<file path="config.mk">
export PLATFORM = sky130hd
export DESIGN_NAME = module_uart_tx
export DESIGN_NICKNAME = d
export VERILOG_FILES = /design/src/rtl/uart_pkg.sv /design/src/rtl/module_baud_counter.sv /design/src/rtl/module_uart_tx.sv
export SDC_FILE = /design/constraint.sdc
export NUM_CORES = 1
export LEC_CHECK = 0
export ABC_AREA = 1
export CORE_MARGIN = 5
export CORE_UTILIZATION = 25
export DETAILED_ROUTE_END_ITERATION = 7
export PLACE_DENSITY = 0.62
export SKIP_CTS_REPAIR_TIMING = 1
export SYNTH_ARGS = -nofsm -noshare
export SYNTH_HDL_FRONTEND = slang
export SYNTH_SLANG_ARGS = --single-unit
</file>
<file path="constraint.sdc">
create_clock -name clk_i -period 1.4 [get_ports clk_i]
set_input_delay 0.28 -clock clk_i [delete_from_list [all_inputs] [get_ports clk_i]]
set_output_delay 0.28 -clock clk_i [all_outputs]
set_load 0.02 [all_outputs]
</file>
<file path="src/rtl/uart_pkg.sv">
// Shared UART definitions: transmitter state encoding, control register layout
// and the helper that packs the control readback word.
package uart_pkg;

  typedef enum logic [1:0] {
    IDLE  = 2'd0,
    START = 2'd1,
    DATA  = 2'd2,
    STOP  = 2'd3
  } tx_state_e;

  localparam int CTRL_SEND = 0;
  localparam int CTRL_BUSY = 1;
  localparam int UART_DW   = 8;

  function automatic logic [31:0] ctrl_word(input logic send, input logic busy);
    logic [31:0] word;
    word            = 32'h0000_0000;
    word[CTRL_SEND] = send;
    word[CTRL_BUSY] = busy;
    return word;
  endfunction

endpackage

</file>
<file path="src/rtl/module_baud_counter.sv">
// Bit-period counter: counts 0..BAUD_DIV-1 and pulses tick on the last count.
// Holding clear keeps it at zero so the first period after release is full length.
module module_baud_counter #(
  parameter int BAUD_DIV = 87
) (
  input  logic clk,
  input  logic rst_n,
  input  logic clear,
  output logic tick
);

  localparam int               CNT_W = $clog2(BAUD_DIV);
  localparam logic [CNT_W-1:0] LAST  = CNT_W'(BAUD_DIV - 1);

  logic [CNT_W-1:0] cnt_r;

  always_ff @(posedge clk or negedge rst_n) begin
    if (!rst_n) begin
      cnt_r <= '0;
    end else if (clear || (cnt_r == LAST)) begin
      cnt_r <= '0;
    end else begin
      cnt_r <= cnt_r + CNT_W'(1);
    end
  end

  assign tick = !clear && (cnt_r == LAST);

endmodule

</file>
<file path="src/rtl/module_uart_tx.sv">
// UART transmit register stage: control/data registers on the routed write strobes
// and an 8N1 serialiser driving a registered, idle-high TX line.
module module_uart_tx
  import uart_pkg::*;
#(
  parameter int BAUD_DIV = 87
) (
  input  logic        clk_i,
  input  logic        rst_n_i,
  input  logic        wr1_control_i,
  input  logic        wr1_data_i,
  input  logic [31:0] wdata_i,
  output logic [31:0] control_o,
  output logic [31:0] data_o,
  output logic        tx_o
);

  tx_state_e            state_r, state_next_s;
  logic [UART_DW-1:0]   data_r;
  logic [UART_DW-1:0]   shift_r, shift_next_s;
  logic [2:0]           bit_idx_r, bit_idx_next_s;
  logic                 send_r;
  logic                 tx_r, tx_next_s;
  logic                 tick_s;
  logic                 clear_s;
  logic                 busy_s;
  logic                 accept_ctrl_s;
  logic                 unused_s;

  assign busy_s        = (state_r != IDLE);
  assign clear_s       = (state_r == IDLE);
  assign accept_ctrl_s = wr1_control_i && (state_r == IDLE);
  assign unused_s      = ^wdata_i[31:UART_DW];

  module_baud_counter #(
    .BAUD_DIV(BAUD_DIV)
  ) u_baud (
    .clk  (clk_i),
    .rst_n(rst_n_i),
    .clear(clear_s),
    .tick (tick_s)
  );

  always_ff @(posedge clk_i or negedge rst_n_i) begin
    if (!rst_n_i) begin
      state_r   <= IDLE;
      shift_r   <= '0;
      bit_idx_r <= 3'd0;
      tx_r      <= 1'b1;
    end else begin
      state_r   <= state_next_s;
      shift_r   <= shift_next_s;
      bit_idx_r <= bit_idx_next_s;
      tx_r      <= tx_next_s;
    end
  end

  always_comb begin
    state_next_s = state_r;
    case (state_r)
      IDLE:    if (send_r) state_next_s = START; else state_next_s = IDLE;
      START:   if (tick_s) state_next_s = DATA;  else state_next_s = START;
      DATA: begin
        if (tick_s && (bit_idx_r == 3'd7)) state_next_s = STOP;
        else                               state_next_s = DATA;
      end
      STOP:    if (tick_s) state_next_s = IDLE;  else state_next_s = STOP;
      default: state_next_s = IDLE;
    endcase
  end

  // The byte is captured when send is written, so a same-edge data write only affects later frames.
  always_comb begin
    shift_next_s   = shift_r;
    bit_idx_next_s = bit_idx_r;
    tx_next_s      = 1'b1;
    if (accept_ctrl_s && wdata_i[CTRL_SEND]) begin
      shift_next_s = data_r;
    end else if ((state_r == DATA) && tick_s) begin
      shift_next_s = shift_r >> 1;
    end else begin
      shift_next_s = shift_r;
    end
    if (state_r == START) begin
      bit_idx_next_s = 3'd0;
    end else if ((state_r == DATA) && tick_s) begin
      bit_idx_next_s = bit_idx_r + 3'd1;
    end else begin
      bit_idx_next_s = bit_idx_r;
    end
    case (state_next_s)
      IDLE:    tx_next_s = 1'b1;
      START:   tx_next_s = 1'b0;
      DATA:    tx_next_s = shift_next_s[0];
      STOP:    tx_next_s = 1'b1;
      default: tx_next_s = 1'b1;
    endcase
  end

  always_ff @(posedge clk_i or negedge rst_n_i) begin
    if (!rst_n_i) begin
      data_r <= '0;
    end else if (wr1_data_i) begin
      data_r <= wdata_i[UART_DW-1:0];
    end else begin
      data_r <= data_r;
    end
  end

  // send self-clears on the same edge that returns the FSM to IDLE.
  always_ff @(posedge clk_i or negedge rst_n_i) begin
    if (!rst_n_i) begin
      send_r <= 1'b0;
    end else if (accept_ctrl_s) begin
      send_r <= wdata_i[CTRL_SEND];
    end else if ((state_r == STOP) && tick_s) begin
      send_r <= 1'b0;
    end else begin
      send_r <= send_r;
    end
  end

  assign control_o = ctrl_word(send_r, busy_s);
  assign data_o    = {24'h00_0000, data_r};
  assign tx_o      = tx_r;

endmodule

</file>
==> impl_metrics.ini, run 1 <==
[run_status]
status = finished, violations left
violations = setup timing

[cts]
cts.sinks = 30
clkTransAtPathRegs_ns = 0.06
root_buffer = clkbuf_8
clockBufferDepth = 2
cts_tree = built
insertion_delay_ns = 0.28
htreeDepth = 2
cts_inserted_buffers = 5

[power_and_ir_drop]
power_leakage_uw = 0.00126
vdd_drop_max_mv = 0.651
powerDensity_mw_per_mm2 = 1370
p_total_uw = 3200

[floorplanning]
die_h_microns = 97.0
die_w_microns = 97.0
io_pins = 101
dieArea_sq_mm = 0.00940
core-area_sq_mm = 0.00729
rows = 31
start_util = 0.259

[sta]
setup_viol = 1
holdWs_ns = 0.366
min_period_ns = 1.54
rsz0062_at_grt = yes
fin_skew_ns = 0.00181
hold_violations = 0
setup_ws_ns = -0.142
fmaxAchievable_mhz = 648
fin_setup_tns_ns = -0.142
drv_slew = 0
min_period_over_period = 1.10

[grt]
antenna_found_initial = 0
grt_use_total = 0.0774
grt-ovfl-total = 0
grt_pass1_wl_mm = 5.98
grt_max_degree = 31
grt_pass1_vias = 1286

[worst_setup_path]
worst_path_max_delay_cell = dfrtp_1
cp-start-kind = flip-flop
cpPeakStageDelay_ns = 0.37
path_buf_inv = 2
required_ns = 1.62
crit_type = flip-flop to flip-flop
cpLargestDelayFamily = adder cells
cp_cell_sequence = inv_1 -> ha_2 -> nand2_2 -> nor2_4 -> nand2_2 -> nand2_2 -> nand3_2 -> ha_4 -> inv_2 -> a21oi_2
crit_fanout = 4
crit_arrival_ns = 1.76
path_common_cell = nand2_2
endpoint_kind = flip-flop

[run]
max_cap_viol_count = 0

[synth]
synth_flop_cell = dfrtp_1
ys_warn_count = 0
synth_seq_cells = 30
syn_area_sq_mm = 0.00189
postSynthCellCount = 210
synth_compound_area_frac = 0.0907
synth.avg_cell_area_sq_um = 9.00
ys_seq_area_frac = 0.398
synth_top_family_by_area = buffers and inverters
yosys-mux-area-fraction = 0.00596
async_flop_share = 1.00
ys_types = 31
synth-xor-area-share = 0
synth_simple_gate_area_frac = 0.197
synth_edf_count = 0
synthAdderAreaFrac = 0.0331

[drt]
vias = 1332
vias_per_cell = 3.74
antenna_left = 0
drc = 0
routedWlPerCell_microns = 10.1
drtPass1Iterations = 4
routed_wl_mm = 3.58
first_iter_violations = 31

[place]
dpl.hpwl_mm = 2.85
port-buffer-count = 22
gp_congestion = 0.735
pre_cts_ws_ns = -0.134

[final_layout]
nets = 297
layout_commonest_cell = conb_1
antennaDiodeCount = 0
final_cell_mix = conb_1, nand2_1, dfrtp_1, buf_4, inv_1
drive_gt1_frac = 0.257
syn2layout_area_growth_pct = 23.6
fillers = 767

[worst_hold_path]
hold_path.class = input port to async pin
[cell type report]
type / instances / area (sq um) / share of cell area
well taps: 99 / 124 / 0.0530
repair buffers: 44 / 434 / 0.186
clock buffers: 7 / 86.3 / 0.0370
inverters: 22 / 82.6 / 0.0354
flip-flops and latches: 30 / 753 / 0.322
multi-input cells: 153 / 851 / 0.364
clock inverters: 1 / 5.00 / 0.00214
[synthesized netlist by cell type, drive strengths merged (2+ instances only)]
library cell / number / area share
buf: 57 / 0.23
nand2: 35 / 0.073
dfrtp: 29 / 0.38
inv: 22 / 0.044
nand3: 15 / 0.057
nor2: 11 / 0.032
o21ai: 10 / 0.026
o211ai: 6 / 0.037
ha: 5 / 0.033
a21oi: 3 / 0.0099
nand4: 3 / 0.0099
nor3b: 3 / 0.012
a22o: 2 / 0.0093
nor3: 2 / 0.0053
[cells by family after synthesis]
logic type | after synthesis
mux | 1
other cells | 1
flops | 30
simple gates | 71
fa+ha+maj | 5
buf+inv | 80
compound gates | 22
[flip-flops by register name (all words and copies together), names as in the netlist]
register and count:
tx_o 1, u_baud.cnt_r 7, shift_r 8, state_r 2
send_r 1, data_r 8, bit_idx_r 3
[stage by stage]
stage,std cells,util,cell area [sq um]
after floorplan,263,-,2100
after global placement,348,0.301,2200
after detailed placement,348,0.301,2200
after CTS,356,0.314,2290
after global routing,356,0.320,2340
final,356,0.320,2340
[routing by layer]
metal	global-route usage	up-vias	wire length, microns
met3	0.0324	2	315
li1	-	662	-
met2	0.136	50	1810
met1	0.0858	618	1440
met4	0.0194	0	19
met5	0	-	0
[power breakdown]
| part | leakage (uW) | switching, uW | internal (uW) |
|---|---|---|---|
| clock | 0.0000482 | 320 | 396 |
| combinational | 0.000833 | 704 | 534 |
| sequential | 0.000375 | 136 | 1110 |
[final timing paths]
kind	depth (start not counted)	endpoint	from	slack (ns)
setup / recovery	10	tx_o	u_baud.cnt_r[0]	-0.14
hold / removal	2	u_baud.cnt_r[2]	rst_n_i	0.37
setup reg to reg	10	tx_o	u_baud.cnt_r[0]	-0.14
hold reg to reg	2	shift_r[5]	shift_r[5]	0.51
max in group asynchronous	2	tx_o	rst_n_i	0.79
min in group clk_i	2	shift_r[5]	shift_r[5]	0.51
(Power assumes the default switching activity.)
==> inputs of run 2 (changes only) <==
- CORE_MARGIN: 5 -> 1.5
==> run 2 against run 1 <==
Against the previous run: the flow still finishes with violations (setup timing); global-route usage is 0.60 points higher; final area is 2.6% higher; largest cell class unchanged; combinational power hardly changed; flip-flop and latch count stayed put; critical endpoint unchanged; register-to-register slack hardly changed; critical path type unchanged.
==> impl_metrics.ini, run 2 (synthesis gave the netlist of run 1 again) <==
[final_layout]
nets = 298
top_regs = data_r (8), shift_r (8), u_baud.cnt_r (7)
fin_util = 0.329
syn2layout_area_growth_pct = 26.8
antennaDiodeCount = 0
final_cell_mix = conb_1, nand2_1, dfrtp_1, buf_4, inv_1
drive_gt1_frac = 0.248
layout_commonest_cell = conb_1
fillers = 767

[sta]
fmaxAchievable_mhz = 650
setup_viol = 9
drv_slew = 0
min_period_ns = 1.54
min_period_over_period = 1.10
hold_violations = 0
setup_ws_ns = -0.139
rsz0062_at_grt = yes
fin_skew_ns = 0.00808

[worst_setup_path]
worst_path_max_delay_cell = dfrtp_1
path_common_cell = nand2_2
endpoint_kind = flip-flop
cpLargestDelayFamily = adder cells
reg2reg_from = u_baud.cnt_r[0]
r2r_cells = 10
crit_fanout = 4
cpPeakStageDelay_ns = 0.38
crit_arrival_ns = 1.77
rrSetupSlack_ns = -0.14
timing.rr.end = tx_o
crit_type = flip-flop to flip-flop
cp-start-kind = flip-flop
cp_cell_sequence = inv_1 -> ha_2 -> nand2_2 -> nor2_4 -> nand2_2 -> nand2_2 -> nand3_2 -> ha_1 -> inv_1 -> a21oi_2
required_ns = 1.63
path_buf_inv = 2

[grt]
grt_use_met3 = 0.0288
grt_max_degree = 31
met2_usage = 0.139
grt-ovfl-total = 0
grt_use_total = 0.0834
grt_pass1_wl_mm = 5.43
use_met1 = 0.102
grt_pass1_vias = 1194
top_usage_layer = met2
antenna_found_initial = 0

[floorplanning]
io_pins = 101
start_util = 0.259
rows = 31
dieArea_sq_mm = 0.00809
core-area_sq_mm = 0.00729
die_h_microns = 90.0
die_w_microns = 90.0

[power_and_ir_drop]
powerDensity_mw_per_mm2 = 1480
vdd_drop_max_mv = 0.446
power_leakage_uw = 0.00128

[cts]
cts.sinks = 30
clockBufferDepth = 2
cts_tree = built
cts_inserted_buffers = 5
root_buffer = clkbuf_8
insertion_delay_ns = 0.29
htreeDepth = 2
clkTransAtPathRegs_ns = 0.07

[drt]
drc = 0
vias_per_cell = 3.68
routedWlPerCell_microns = 9.27
drtPass1Iterations = 4
vias = 1314
first_iter_violations = 45
antenna_left = 0
routed_wl_mm = 3.31

[place]
gp_congestion = 0.788
dpl.hpwl_mm = 2.49
port-buffer-count = 22
pre_cts_ws_ns = -0.141

[worst_hold_path]
hold_path.class = input port to async pin

[run]
max_cap_viol_count = 0

[run_status]
violations = setup timing
status = finished, violations left
[run 2: final cells by class]
type / count / area, sq um / area share
clock buffers: 6 / 82.6 / 0.0344
clock inverters: 2 / 60.1 / 0.0251
inverters: 22 / 82.6 / 0.0344
multi-input cells: 153 / 843 / 0.352
flip-flops and latches: 30 / 752 / 0.314
well taps: 99 / 124 / 0.0517
repair buffers: 45 / 453 / 0.189
[run 2: report_power, final]
part | total (uW) | switching [uW] | internal [uW]
Sequential | 1240 | 137 | 1110
Clock | 1100 | 338 | 759
Combinational | 1210 | 688 | 527
Total | 3560 | 1160 | 2390
[run 2: metrics by stage]
stage / TNS (ns) / std cells / area [sq um] / power [uW] / hold WS [ns]
after floorplan: -0.0840 / 263 / 2100 / 2160 / -0.0156
after global placement: -0.459 / 348 / 2200 / 2450 / 0.477
after detailed placement: -0.697 / 348 / 2200 / 2470 / 0.486
after CTS: -2.44 / 356 / 2340 / 3600 / 0.367
after global routing: -2.42 / 357 / 2400 / 3800 / 0.367
final: -0.867 / 357 / 2400 / 3560 / 0.362
[run 2: layer usage]
metal	vias up	wire [microns]
met4	0	34
li1	660	-
met5	-	0
met3	5	184
met2	51	1640
met1	598	1450
[run 2: worst max-delay path by stage]
stage	from	to	cells after the start
CTS	tx_o	tx_o	1
detailed placement	u_baud.cnt_r[0]	tx_o	10
global placement	u_baud.cnt_r[0]	tx_o	10
global route	u_baud.cnt_r[0]	tx_o	10
floorplan	u_baud.cnt_r[0]	tx_o	10
finish	u_baud.cnt_r[0]	tx_o	10
